[config.mk]
export PLATFORM = sky130hd
export DESIGN_NAME = pe_result_packer
export DESIGN_NICKNAME = d
export VERILOG_FILES = /design/src/rtl/pe_result_packer.sv
export SDC_FILE = /design/constraint.sdc
export NUM_CORES = 2
export LEC_CHECK = 0
export BUFFER_PORTS_ARGS = -buffer_cell sky130_fd_sc_hd__clkbuf_2
export CAP_MARGIN = 40
export CORE_ASPECT_RATIO = 1.75
export CORE_UTILIZATION = 37
export CTS_BUF_LIST = sky130_fd_sc_hd__clkbuf_4 sky130_fd_sc_hd__clkbuf_8 sky130_fd_sc_hd__clkbuf_16
export CTS_CLUSTER_DIAMETER = 200
export CTS_CLUSTER_SIZE = 20
export DETAILED_ROUTE_END_ITERATION = 16
export PLACE_DENSITY = 0.58
export SLEW_MARGIN = 20
export SYNTH_ARGS = -nofsm -noshare
export SYNTH_HDL_FRONTEND = slang
export SYNTH_SLANG_ARGS = --single-unit
[constraint.sdc]
create_clock -name clk -period 33.3 [get_ports clk]
set_input_delay 4.995 -clock clk [delete_from_list [all_inputs] [get_ports clk]]
set_output_delay 4.995 -clock clk [all_outputs]
set_load 0.1 [all_outputs]
[src/rtl/pe_result_packer.sv]
// pe_result_packer
//   Packs the 64-bit results of the type-B processing element into wide
//   AXI4-Stream beats. One beat is assembled while the previous one waits in
//   the output register, so the PE can run at full rate while the sink
//   accepts one beat per cycle.
//
//   Optional feature: define PE_PACK_FLUSH_EN to add the flush input, which
//   closes a partially filled beat (unused lanes zero, tkeep only on filled
//   lanes, tlast forced high). Without it only full beats are produced.
//
// Ports
//   clk            rising-edge clock
//   rst            asynchronous, active-high reset
//   in_data        PE result word
//   in_valid       in_data valid
//   in_ready       packer accepts in_data this cycle (registered)
//   m_axis_tdata   packed beat, lane 0 = bits [DATA_W-1:0]
//   m_axis_tkeep   byte enables
//   m_axis_tvalid  beat valid
//   m_axis_tready  sink accepts beat
//   m_axis_tlast   last beat of packet
//   flush          (PE_PACK_FLUSH_EN only) close the partial beat
module pe_result_packer #(
  parameter int unsigned DATA_W    = 64,
  parameter int unsigned LANES     = 8,
  parameter int unsigned PKT_BEATS = 16
) (
  input  logic                       clk,
  input  logic                       rst,
  input  logic [DATA_W-1:0]          in_data,
  input  logic                       in_valid,
  output logic                       in_ready,
  output logic [DATA_W*LANES-1:0]    m_axis_tdata,
  output logic [DATA_W*LANES/8-1:0]  m_axis_tkeep,
  output logic                       m_axis_tvalid,
  input  logic                       m_axis_tready,
  output logic                       m_axis_tlast
`ifdef PE_PACK_FLUSH_EN
  ,
  input  logic                       flush
`endif
);

  localparam int unsigned BEAT_W      = DATA_W * LANES;
  localparam int unsigned KEEP_W      = BEAT_W / 8;
  localparam int unsigned LANE_KEEP_W = DATA_W / 8;
  localparam int unsigned LANE_CW     = (LANES > 1) ? $clog2(LANES) : 1;
  localparam int unsigned FILL_CW     = LANE_CW + 1;
  localparam int unsigned BEAT_CW     = (PKT_BEATS > 1) ? $clog2(PKT_BEATS) : 1;

  typedef enum logic {
    FILL = 1'b0,
    HOLD = 1'b1
  } state_t;

  state_t               state;
  logic [LANE_CW-1:0]   lane_cnt;
  logic [BEAT_CW-1:0]   beat_cnt;
  logic [BEAT_W-1:0]    asm_data;
  logic [KEEP_W-1:0]    hold_keep;
  logic                 hold_flush;

  logic                 flush_req;
  logic                 accept;
  logic                 close_full;
  logic                 close_flush;
  logic                 close_beat;
  logic                 out_free;
  logic                 out_fire;
  logic [BEAT_CW-1:0]   beat_cnt_next;
  logic                 next_is_last;
  logic [FILL_CW-1:0]   fill_cnt;
  logic [BEAT_W-1:0]    merged_data;
  logic [KEEP_W-1:0]    merged_keep;

`ifdef PE_PACK_FLUSH_EN
  assign flush_req = flush;
`else
  assign flush_req = 1'b0;
`endif

  // Handshake and beat-closing conditions
  assign accept      = in_valid && in_ready;
  assign close_full  = accept && (lane_cnt == LANE_CW'(LANES - 1));
  // A word accepted in the same cycle as flush belongs to the flushed beat
  assign close_flush = flush_req && (state == FILL) &&
                       ((lane_cnt != LANE_CW'(0)) || accept);
  assign close_beat  = close_full || close_flush;
  assign out_fire    = m_axis_tvalid && m_axis_tready;
  assign out_free    = !m_axis_tvalid || m_axis_tready;

  // Packet position of whatever beat sits in the output register after this
  // edge; a beat loaded now gets exactly this index, which makes tlast a
  // registered function of the beat it travels with.
  always_comb begin
    beat_cnt_next = beat_cnt;
    if (out_fire) begin
      if (m_axis_tlast) begin
        beat_cnt_next = BEAT_CW'(0);
      end else begin
        beat_cnt_next = beat_cnt + BEAT_CW'(1);
      end
    end
  end

  assign next_is_last = (beat_cnt_next == BEAT_CW'(PKT_BEATS - 1));

  // Assembly contents including the word accepted this cycle
  assign fill_cnt = FILL_CW'(lane_cnt) + FILL_CW'(accept);

  always_comb begin
    merged_data = asm_data;
    merged_keep = '0;
    for (int i = 0; i < int'(LANES); i++) begin
      if (accept && (lane_cnt == LANE_CW'(i))) begin
        merged_data[i*DATA_W +: DATA_W] = in_data;
      end
      if (FILL_CW'(i) < fill_cnt) begin
        merged_keep[i*LANE_KEEP_W +: LANE_KEEP_W] = '1;
      end
    end
  end

  // Packer FSM, counters, assembly and output registers
  always_ff @(posedge clk or posedge rst) begin
    if (rst) begin
      state         <= FILL;
      in_ready      <= 1'b0;
      lane_cnt      <= '0;
      beat_cnt      <= '0;
      asm_data      <= '0;
      hold_keep     <= '0;
      hold_flush    <= 1'b0;
      m_axis_tdata  <= '0;
      m_axis_tkeep  <= '0;
      m_axis_tvalid <= 1'b0;
      m_axis_tlast  <= 1'b0;
    end else begin
      beat_cnt <= beat_cnt_next;
      if (out_fire) begin
        m_axis_tvalid <= 1'b0;
      end

      case (state)
        FILL: begin
          in_ready <= 1'b1;
          if (close_beat) begin
            lane_cnt <= '0;
            if (out_free) begin
              // Output slot empty or draining: hand the beat over directly
              m_axis_tdata  <= merged_data;
              m_axis_tkeep  <= merged_keep;
              m_axis_tlast  <= next_is_last || close_flush;
              m_axis_tvalid <= 1'b1;
              // Cleared so a later partial beat never shows stale lanes
              asm_data      <= '0;
            end else begin
              asm_data   <= merged_data;
              hold_keep  <= merged_keep;
              hold_flush <= close_flush;
              in_ready   <= 1'b0;
              state      <= HOLD;
            end
          end else if (accept) begin
            asm_data <= merged_data;
            lane_cnt <= lane_cnt + LANE_CW'(1);
          end
        end

        HOLD: begin
          if (out_fire) begin
            m_axis_tdata  <= asm_data;
            m_axis_tkeep  <= hold_keep;
            m_axis_tlast  <= next_is_last || hold_flush;
            m_axis_tvalid <= 1'b1;
            asm_data      <= '0;
            hold_flush    <= 1'b0;
            in_ready      <= 1'b1;
            state         <= FILL;
          end else begin
            in_ready <= 1'b0;
          end
        end

        default: begin
          state    <= FILL;
          in_ready <= 1'b0;
        end
      endcase
    end
  end

endmodule

# Word-level counts from Yosys, hierarchy flattened
# Cells that the tools add are included.
[word_totals] regBits=1164 inputBits=68 out_inout_bits=579 wordCells=111
[op_classes] n_addsub=3 n_lt_le_gt_ge=8 n_eq_ne=13 mux=54 n_bitwise=2 n_reduce_logical=20
[ops] op="512-bit two-way mux" count=7
[ops] op="512-bit case mux with 2 select lines" count=2
[ops] op="64-bit two-way mux" count=11
[ops] op="64-bit case mux with 2 select lines" count=1
[ops] op="8-bit two-way mux" count=8
[ops] op="3-bit by 4-bit less-than comparator with 1-bit output (first input constant)" count=4
[ops] op="1-bit two-way mux" count=16
[ops] op="3-bit == test (second input constant)" count=4
[ops] op="1-bit logical AND" count=10
[ops] op="1-bit case mux with 2 select lines" count=5
[ops] op="3-bit AND reduction" count=3
[ops] op="1-bit by 4-bit less-than comparator with 1-bit output (first input constant)" count=2
[ops] op="2-bit by 4-bit less-than comparator with 1-bit output (first input constant)" count=2
[ops] op="4-bit two-way mux" count=2
[ops] op="3-bit by 2-bit == test with 1-bit output (second input constant)" count=2
[ops] op="3-bit two-way mux" count=2
[ops] op="2-bit inequality test (second input constant)" count=3
[ops] op="3-bit by 1-bit adder with 4-bit output" count=1
[ops] op="4-bit by 1-bit adder with 4-bit output (second input constant)" count=1
[ops] op="4-bit == test (second input constant)" count=1
[ops] op="2-bit AND reduction" count=2
[ops] op="3-bit by 1-bit adder with 3-bit output (second input constant)" count=1
[ops] op="3-bit by 1-bit == test with 1-bit output (second input constant)" count=1
[ops] op="3-bit zero test" count=1
[ops] op="6 further kinds" count=8

# Logic depth before layout (Yosys ltp)
[depth] depth_word=7 mapped_depth=11 depth_no_buf=7

# Least setup slack after synthesis
# No wires, ideal clock.
[synth_timing] kind="register -> output" from="register m_axis_tkeep[15] (netlist name)" to="output m_axis_tkeep[10]" arrival_ns=1.439 required_time_ns=28.305 setup_slack_ns=26.866 path_stages_with_launch=2 path_buffers=1 cell_sequence="dfrtp_1 -> buf_4"
[synth_rtl] element="end, declared" line="34" rtl="output logic [DATA_W*LANES/8-1:0] m_axis_tkeep,"

==> summary.md <==
| Metric | Value |
|---|---|
| CP required | 34.03 ns |
| Wire per inst | 24.5 µm |
| Worst Skew | 0.0376 ns |
| Syn Nets | 3736 |
| Max Fclk | 0.119 GHz |
| Setup CP Type | primary input to asynchronous set/reset pin |
| Post-synthesis simple-gate area fraction | 5.37% |
| DRC Markers | 114 |
| Hold Crit Endpoint | hold_keep[7]$_DFFE_PP0P_ |
| Hold depth | 2 |
| CP endpoint kind | asynchronous set/reset pin |
| DR vias/cell | 5.42 |
| Ys flop type | dfrtp_1 |
| Port Buffers | 646 |
| Mux contribution to synthesized area | 11.9% |
| Post-synth EDFFs | 0 |
| Main combinational cell family by area after synthesis | compound AO/OA/AOI/OAI gates |
| Worst-margin pin slew | 1.04 ns |
| Setup TNS | 0 ns |
| Initial antenna violation count | 2 |
| Reg-to-reg slack, setup | 29.72 ns |
| Die Height | 455 µm |
| Cells resized by post-CTS repair | 0 |
| Final setup fails | 0 |
| Reg-to-reg startpoint | state$_DFF_PP0_ |
| DR pass1 iterations | 14 |
| Max FO, Critical Path | 159 |
| Startpoint types | primary input |
| Period utilization | 25.2% |
| HP Class | register to register |
| R2R Path End | m_axis_tdata[431]$_DFFE_PP0P_ |
| CTS tree | built |
| Gr usage total | 22.7% |
| Die ar. | 119000 µm² |
| Mapped Area | 43400 µm² |
| Hold_buf cts | 0 |
| RSZ-0062 raised after global routing | no |
| Seq/Total Area, Yosys | 60.6% |
| Mapped Cells | 3659 |
| Asr flop ratio synth | 100% |
| Max stage delay on crit path | 0.71 ns |
| Clk sink count | 1051 |
| Crit path max-delay cell type | buf_4 |
| Number of global-route vias before repair | 29575 |
| Worst-path clk slew | 0.09 ns |
| CP arrival | 9.13 ns |
| Number of H-tree levels | 2 |
| Nets | 4098 |
| GPL Wtd Cong | 0.774 |
| Clock tree buffer depth | 3 |
| Dpl hpwl | 86900 µm |
| Starting Density | 37.4% |
| Area of the multi-input gates | 15200 µm² |
| CORE AREA | 116000 µm² |
| Core Rows | 165 |
| Max_slew headroom | 30.4% |
| I/O Pins | 647 |
| Root Buffer | clkbuf_16 |
| Die Wd | 261 µm |
| Largest net degree at the start of global routing | 233 |
| Final wirelength | 136000 µm |
| R2r worst-path depth | 6 |
| Synth Register Bits | 1051 |
| Synth Area in Compound Gates | 17.0% |
| Sequential cell area | 26300 µm² |
| Yosys cell types | 40 |
| Vias post-DR | 29954 |
| Failing checks | design-rule violations |
| Clock latency on the worst-skew pair | 0.68 ns |
| First-pass GRT wire length | 201000 µm |
| Post-Synth Adder-Cell Area | 0.259% |
| Num CTS Buffers | 58 |
| Starting DRT DRC Count | 2636 |
| Total gr overflow | 0 |
| Synth Area per Inst | 11.9 µm² |
| Final min period | 8.40 ns |
| Max Cap Viol | 0 |
| Remaining antenna violation count | 0 |
| Worst-path cell chain | clkbuf_2 > clkinvlp_4 > buf_12 > buf_12 > buf_4 > buf_4 > buf_4 > buf_4 |
| Final Max Tran Viols | 0 |
| Most used cell, CP | buf_4 |
| Final hold vios | 0 |
| Layout cells sized above 1 | 20.1% |
| Fillers | 10960 |
| XOR/XNOR Fraction of Synth Area | 0% |
| Post-CTS Setup Repair Bufs | 0 |
| Worst hold path startpoint | hold_keep[7]$_DFFE_PP0P_ |
| Ys Warns | 0 |
| Area overhead of the layout relative to synthesis | 13.2% |
| Status | finished, violations left |
==> worst max-delay path: cells and delay by family <==
| family | cells | cell delay [ns] |
|---|---|---|
| buffers and inverters | 8 | 3.85 |
==> sequential cells by signal, indices dropped and copies added (netlist names) <==
name           cells
asm_data         512
m_axis_tdata     512
hold_keep          8
m_axis_tkeep       8
beat_cnt           4
lane_cnt           3
in_ready           1
m_axis_tlast       1
m_axis_tvalid      1
state              1
==> cell usage in the layout (no fill, tap or decap), drive strengths merged, types with 2 or more instances in the layout <==
master / Yosys / routed
a21o: 8 / 8
a21oi: 6 / 6
a22o: 513 / 513
and2: 2 / 2
and3: 10 / 10
and3b: 3 / 3
buf: 264 / 68
clkbuf: 148 / 705
dfrtp: 1051 / 1051
diode: 0 / 2
ha: 9 / 9
inv: 7 / 9
mux2i: 515 / 515
nand2: 552 / 552
nand2b: 6 / 6
nand3: 4 / 4
nand3b: 2 / 2
nor2: 3 / 3
nor3: 2 / 2
o21a: 2 / 2
o21ai: 529 / 529
o31a: 3 / 3
o31ai: 6 / 6
or2: 3 / 3
or3: 2 / 2
==> how the worst max path moves through the flow <==
stage	start	to	slack [ns]	cells after the start
finish	rst	m_axis_tdata[192]$_DFFE_PP0P_	24.90	8
global route	rst	asm_data[390]$_DFFE_PP0P_	24.18	8
CTS	rst	asm_data[329]$_DFFE_PP0P_	24.65	8
detailed placement	rst	m_axis_tdata[194]$_DFFE_PP0P_	23.93	8
global placement	rst	asm_data[195]$_DFFE_PP0P_	23.53	8
floorplan	rst	asm_data[0]$_DFFE_PP0P_	13.81	1
==> logic make-up after synthesis <==
kind of cell             count (synthesis)
adder cells (fa/ha/maj)                  9
multiplexers                           516
buffers and inverters                  419
AO/OA/AOI/OAI                         1072
flip-flops                            1051
AND/OR/NAND/NOR                        592
==> cells in the mapped netlist (4+ instances only) <==
master    number  area share, %
a21oi_1        5          0.058
ha_1           9           0.26
o31ai_1        6           0.10
a21o_1         8           0.14
nand2b_1       6          0.086
clkbuf_1     145            1.3
o21ai_1      479            5.5
a22o_1       513             10
mux2i_1      515             12
and3_1        10           0.14
nand2_1      549            4.7
buf_2        173            2.0
nand3_1        4          0.046
o21ai_0       50           0.58
buf_4         87            1.5
inv_1          7          0.061
dfrtp_1     1051             61
==> cell type report <==
cell class / instances / area share, %
clock inverter: 3 / 0.0815
tap: 1503 / 3.83
sequential: 1051 / 53.5
timing repair buffer: 714 / 8.59
clock buffer: 59 / 3.01
antenna: 2 / 0.0102
inverter: 7 / 0.0611
multi-input combinational: 2189 / 30.9
==> metrics by stage <==
stage               utilization [%]  instance area, µm²  std cells  worst slack, ns  hold WS (ns)
detailed placement             40.9               47500       5460            23.93         0.461
global placement               40.5               47000       5440            23.53         0.459
global route                   42.3               49100       5527            24.18         0.509
CTS                            42.3               49000       5522            24.65         0.484
floorplan                         -               43400       3659            13.81         0.437
finish                         42.3               49100       5528            24.90         0.479
==> per-layer routing <==
layer | part of all wire (%) | up-vias | global-route usage, %
met5 | 0 | - | 0
met4 | 2.3 | 0 | 5.70
met3 | 6.1 | 136 | 4.09
met2 | 48 | 882 | 37.2
met1 | 43 | 15357 | 30.8
li1 | - | 13579 | -
Power is left out: the tool's default activity adds up to more than one toggle a clock period on the data nets, which glitch-free logic cannot reach.
